<file path="src/rtl/pc_fetch_unit.sv">
// Instruction fetch stage: BOOT/RUN/HALTED program-counter sequencer feeding an IF/ID register.
// Halt detection is compiled in only when PC_FETCH_HALT_DETECT_EN is defined.
module pc_fetch_unit #(
    parameter logic [31:0] RESET_PC  = 32'h0000_0000,
    parameter logic [31:0] PC_STEP   = 32'h0000_0001,
    parameter logic [31:0] HALT_WORD = 32'hFFFF_FFFF
) (
    input  logic        clock,
    input  logic        reset,
    input  logic        stall,
    input  logic        branch_taken,
    input  logic [31:0] branch_target,
    input  logic        jump,
    input  logic [25:0] jump_target,
    input  logic [31:0] instruction,
    output logic [31:0] program_counter,
    output logic [31:0] if_id_instruction,
    output logic [31:0] if_id_pc_next,
    output logic        if_id_valid,
    output logic [31:0] fetch_count,
    output logic        halted
);

    typedef enum logic [1:0] {
        ST_BOOT   = 2'd0,
        ST_RUN    = 2'd1,
        ST_HALTED = 2'd2
    } state_t;

    state_t      state_r,       state_nxt_s;
    logic [31:0] pc_r,          pc_nxt_s;
    logic [31:0] instr_r,       instr_nxt_s;
    logic [31:0] pc_next_r,     pc_next_nxt_s;
    logic        valid_r,       valid_nxt_s;
    logic [31:0] count_r,       count_nxt_s;
    logic [31:0] pc_inc_s;
`ifdef PC_FETCH_HALT_DETECT_EN
    logic        halted_r,      halted_nxt_s;
`endif

    assign pc_inc_s = pc_r + PC_STEP;

    // Next-state and next-output selection; every path starts from "hold".
    always_comb begin
        state_nxt_s   = state_r;
        pc_nxt_s      = pc_r;
        instr_nxt_s   = instr_r;
        pc_next_nxt_s = pc_next_r;
        valid_nxt_s   = valid_r;
        count_nxt_s   = count_r;
`ifdef PC_FETCH_HALT_DETECT_EN
        halted_nxt_s  = halted_r;
`endif
        case (state_r)
            ST_BOOT: begin
                state_nxt_s = ST_RUN;
                valid_nxt_s = 1'b0;
                instr_nxt_s = 32'h0000_0000;
            end
            ST_RUN: begin
                if (stall) begin
                    state_nxt_s = ST_RUN;
                end else if (branch_taken) begin
                    pc_nxt_s    = branch_target;
                    valid_nxt_s = 1'b0;
                    instr_nxt_s = 32'h0000_0000;
                end else if (jump) begin
                    pc_nxt_s    = {pc_inc_s[31:26], jump_target};
                    valid_nxt_s = 1'b0;
                    instr_nxt_s = 32'h0000_0000;
                end else begin
                    instr_nxt_s   = instruction;
                    pc_next_nxt_s = pc_inc_s;
                    valid_nxt_s   = 1'b1;
                    count_nxt_s   = count_r + 32'd1;
`ifdef PC_FETCH_HALT_DETECT_EN
                    // The halt word is still captured and counted, but the PC parks on it.
                    if (instruction == HALT_WORD) begin
                        state_nxt_s  = ST_HALTED;
                        halted_nxt_s = 1'b1;
                    end else begin
                        pc_nxt_s = pc_inc_s;
                    end
`else
                    pc_nxt_s = pc_inc_s;
`endif
                end
            end
`ifdef PC_FETCH_HALT_DETECT_EN
            ST_HALTED: begin
                state_nxt_s = ST_HALTED;
                valid_nxt_s = 1'b0;
                instr_nxt_s = 32'h0000_0000;
            end
`endif
            default: begin
                state_nxt_s = ST_BOOT;
                valid_nxt_s = 1'b0;
                instr_nxt_s = 32'h0000_0000;
            end
        endcase
    end

    // State and output registers with synchronous active-low reset.
    always_ff @(posedge clock) begin
        if (!reset) begin
            state_r   <= ST_BOOT;
            pc_r      <= RESET_PC;
            instr_r   <= 32'h0000_0000;
            pc_next_r <= 32'h0000_0000;
            valid_r   <= 1'b0;
            count_r   <= 32'h0000_0000;
`ifdef PC_FETCH_HALT_DETECT_EN
            halted_r  <= 1'b0;
`endif
        end else begin
            state_r   <= state_nxt_s;
            pc_r      <= pc_nxt_s;
            instr_r   <= instr_nxt_s;
            pc_next_r <= pc_next_nxt_s;
            valid_r   <= valid_nxt_s;
            count_r   <= count_nxt_s;
`ifdef PC_FETCH_HALT_DETECT_EN
            halted_r  <= halted_nxt_s;
`endif
        end
    end

    assign program_counter   = pc_r;
    assign if_id_instruction = instr_r;
    assign if_id_pc_next     = pc_next_r;
    assign if_id_valid       = valid_r;
    assign fetch_count       = count_r;
`ifdef PC_FETCH_HALT_DETECT_EN
    assign halted            = halted_r;
`else
    assign halted            = 1'b0;
`endif

endmodule

</file>
<file path="config.mk">
export PLATFORM = sky130hd
export DESIGN_NAME = pc_fetch_unit
export DESIGN_NICKNAME = d
export VERILOG_FILES = /design/src/rtl/pc_fetch_unit.sv
export SDC_FILE = /design/constraint.sdc
export NUM_CORES = 1
export LEC_CHECK = 0
export CORE_UTILIZATION = 50
export CTS_BUF_LIST = sky130_fd_sc_hd__clkbuf_8
export CTS_CLUSTER_DIAMETER = 60
export DETAILED_ROUTE_END_ITERATION = 8
export GPL_ROUTABILITY_DRIVEN = 0
export PLACE_DENSITY = 0.88
export SYNTH_ARGS = -nofsm -noshare
export SYNTH_HDL_FRONTEND = slang
export SYNTH_SLANG_ARGS = --single-unit
</file>
<file path="constraint.sdc">
create_clock -name clock -period 6.6 [get_ports clock]
set_input_delay 1.65 -clock clock [delete_from_list [all_inputs] [get_ports clock]]
set_output_delay 1.65 -clock clock [all_outputs]
set_load 0.02 [all_outputs]
</file>
[Yosys cells after proc, flatten, opt, wreduce, memory -nomap -nowiden]
Cells that the tools add are included.
Word-level totals
  register bits after elaboration: 131
  input port bits: 95
  output and inout port bits: 130
  word-level logic and storage cells: 25
Cells by class
  add/subtract/negate cells: 2
  eq/ne operators: 2
  muxes and demuxes: 8
  bitwise gates (word level): 3
  reduce and logical (&&, ||, !) cells: 4
Operators with widths (number)
  32-bit 2-to-1 mux: 3
  32-bit by 1-bit adder with 32-bit output (second input constant): 2
  26-bit 2-to-1 mux: 1
  2-bit case mux with 2 select lines: 1
  2-bit AND reduction: 2
  4-bit AND reduction: 1
  1-bit inverter: 3
  2-bit by 1-bit == test with 1-bit output (second input constant): 1
  2-bit zero test: 1
  1-bit 2-to-1 mux: 2
  2-bit 2-to-1 mux: 1
  2-bit inequality test (second input constant): 1

[Longest topological paths before layout]
  depth in word-level cells: 3
  gate-level depth with buffers: 7
  mapped depth without buffers: 6

[Least setup slack after synthesis]
No wires, ideal clock.
  path type: input -> register
  start: input port stall
  end: register count_r[27], in the netlist fetch_count[27]
  setup time: 70 ps
  data arrival time: 3157 ps
  required time: 6530 ps
  slack: 3372 ps
  stages on the path: 6
  buffers on the path: 1
  cell sequence: or4b_4 > nor4_4 > buf_4 > inv_2 > or3_1 > a21oi_1
On the way
  cells in the longest elaborated chain, start to end: 2
Ends and longest elaborated chain
  from (decl): line 10  | input logic stall,
  1-bit inverter (no source line)
  4-bit AND reduction (no source line)
  to (signal assigned): line 122  | count_r <= count_nxt_s;
  to (decl): line 35  | logic [31:0] count_r, count_nxt_s;
No other way between the ends.
A chain may end at the register's enable or synchronous reset.

[Final worst setup path]
  start: input port jump
  end: register count_r[30], in the netlist fetch_count[30]
On the way
  cells in the longest elaborated chain, start to end: 2
Ends and longest elaborated chain
  from (decl): line 13  | input logic jump,
  1-bit inverter (no source line)
  4-bit AND reduction (no source line)
No other way between the ends.

==> flow_metrics.tcl <==
set metrics [dict create \
    insertion_delay_ps 440 \
    p_seq_share_pct 47.0 \
    drc 0 \
    finClkSkew_ps 13.60 \
    cts_tree "built" \
    fp.dieH_um 113.5 \
    power_leakage_uw 0.003096 \
    min_period_over_period_pct 63.63 \
    start_util_pct 51.58 \
    fp.dieW_um 113.5 \
    synthFlopType "dfxtp_1" \
    synth_nets 897 \
    cts_made_buffers 17 \
    finalMaxSlewViolations 0 \
    grt_max_degree 69 \
    switchingPower_uw 474.4 \
    intPower_uw 1293 \
    cp-end-kind "register" \
    final_cells 1165 \
    grt_pass1_wl_um 29270 \
    synthArstFlopShare_pct 0 \
    routed_wl_um 18520 \
    comb_power_share_pct 13.5 \
    status "completed" \
    htree_levels 4 \
    port_buffers 223 \
    final_common_cell "clkdlybuf4s50_1" \
    worst_slew_pin_slew_ps 1167 \
    root_buffer "clkbuf_8" \
    holdBufCountCts 0 \
    first_pass_iters 7 \
    post_cts_resize_count 0 \
    hpwl_um 12400 \
    worstPathRequired_ps 6950 \
    hold_violations 0 \
    crit_slowest_cell "nor4_2" \
    cts_sinks 130 \
    hp-start "if_id_pc_next[1]" \
    syn_area_sq_um 6221 \
    row_count 40 \
    syn_area_per_cell_sq_um 7.776 \
    avgRoutedWirePerCell_um 15.90 \
    synth-edff-count 0 \
    core_sq_um 12060 \
    viasPerCell 5.671 \
    grt_pass1_vias 5912 \
    n_antenna_cell 0 \
    slew_headroom_pct 22.03 \
    critPathKind "in -> reg" \
    placedCellCount 1134 \
    nets 1082 \
    clkPwrFrac_pct 39.6 \
    final-setup-viol-count 0 \
    die_area_sq_um 12890 \
    antenna_found_initial 0 \
    powerDensity_nw_per_um2 199.3 \
    areaGrowthSynthToFinish_pct 42.48 \
    layout_common_cells "clkdlybuf4s50_1 (221), nor2_1 (134), dfxtp_1 (130), a21oi_1 (87), nand2_1 (75)" \
    fmax_mhz 238.1 \
    max-vdd-ir-drop_mv 0.1143 \
    period_needed_ps 4199 \
    r2r_slack_ps 3890 \
    rsz0062_at_grt "no" \
    crit_path_max_fanout 23 \
    vias 6607 \
    antenna_left 0 \
    hp-class "reg -> reg" \
    crit_start "jump" \
    ys_warn_count 0 \
    clk_pin_slew_ps 70 \
    r2r-start "program_counter[0]" \
    ys_ff_latch 130 \
    clock_path_buffers 2 \
    crit_arrival_ps 4550 \
    cap_violations 0 \
    tns_ps 0 \
    pin_count 225 \
    yosysSeqAreaShare_pct 41.83 \
    syn-instance-count 800 \
    finalHoldWorstSlack_ps 471.4 \
    post_cts_buffers 0 \
    crit_path_cell_trace "clkdlybuf4s50_1 > buf_4 > or4b_4 > nor4_2 > nand3_1 > or3_1 > a21oi_1" \
    layout-drive-gt1-share_pct 5.015 \
    path_delay_family "simple AND/OR/NAND/NOR gates" \
    switching_share_pct 26.85 \
    grt-ovfl-total 0 \
    crit_path_max_incr_delay_ps 980 \
    path_buf_inv 2 \
    grtUsageTotal_pct 28.53 \
    drt_iter0_drc 507 \
    critPathLaunchType "input port" \
    ys_types 53 \
]
-- cells in the mapped netlist, drive strengths merged, types with 11 or more instances --
cell | count | area share (%)
nand3 | 27 | 2.2
nand2 | 75 | 4.5
o21ai | 44 | 3.5
a31oi | 11 | 1.1
and3 | 11 | 1.1
a211oi | 11 | 1.3
nor3 | 15 | 1.2
nand4 | 27 | 2.7
xnor2 | 11 | 1.5
clkbuf | 54 | 3.3
xor2 | 39 | 5.5
nor2 | 136 | 8.2
a21oi | 87 | 7.0
dfxtp | 130 | 42
-- registers in the layout, summed over array words and instances, names as in the netlist --
signal,count
if_id_pc_next,32
fetch_count,32
if_id_instruction,32
program_counter,32
if_id_valid,1
state_r,1
-- path summary, 6_finish.rpt --
kind         depth (start not counted)                   to
max                                  7      fetch_count[30]
max reg2reg                          6  program_counter[16]
min                                  2     if_id_pc_next[1]
min reg2reg                          2     if_id_pc_next[1]
-- cell families after synthesis --
logic type                 count (synthesis)  synth area share [%]
and+or+nand+nor                          337                 25.74
xor gates and xnor gates                  50                 7.039
adders and majority gates                  2                0.4022
other                                      1               0.06028
DFF                                      130                 41.83
AOI/OAI and AO/OA                        204                 19.69
buffers and inverters                     72                 4.585
muxes                                      4                0.6436
-- layer usage --
metal	part of all wire (%)	GRT usage (%)
met1	43	36.99
met2	47	45.93
met3	8.0	6.429
met4	2.2	11.67
met5	0	0
-- power groups by stage --
stage               registers, uW  logic [uW]  clock network [uW]
global route                  833         255                 738
detailed placement            847         236                   0
finish                        830         238                 699
CTS                           829         237                 702
global placement              847         234                   0
floorplan                     865        94.2                   0
-- area by class of cell --
| type | instances | area (sq um) |
|---|---|---|
| multi-input cells | 598 | 3346 |
| well taps | 168 | 210.2 |
| flip-flops and latches | 130 | 2603 |
| clock buffers | 17 | 234.0 |
| clock inverters | 14 | 166.4 |
| inverters | 8 | 30.03 |
| fillers | 930 | 3198 |
| repair buffers | 230 | 2275 |
-- stage by stage --
step / worst slack, ps / total power [uW] / utilization, % / cell area, sq um
3_5_place_dp: 1984 / 1083 / 70.17 / 8463
6_report: 2401 / 1767 / 73.49 / 8864
3_3_place_gp: 2021 / 1081 / 70.17 / 8463
5_1_grt: 2270 / 1826 / 73.49 / 8864
2_1_floorplan: 3372 / 959.6 / - / 6221
4_1_cts: 2438 / 1769 / 73.49 / 8864
-- tightest hold or removal path: cells and delay by family, from the launching register on --
kind | cells | cell delay (ps)
DFF | 1 | 320
AOI/OAI and AO/OA | 1 | 50
and+or+nand+nor | 1 | 50
Note: power is estimated with default switching activity, not from simulation.
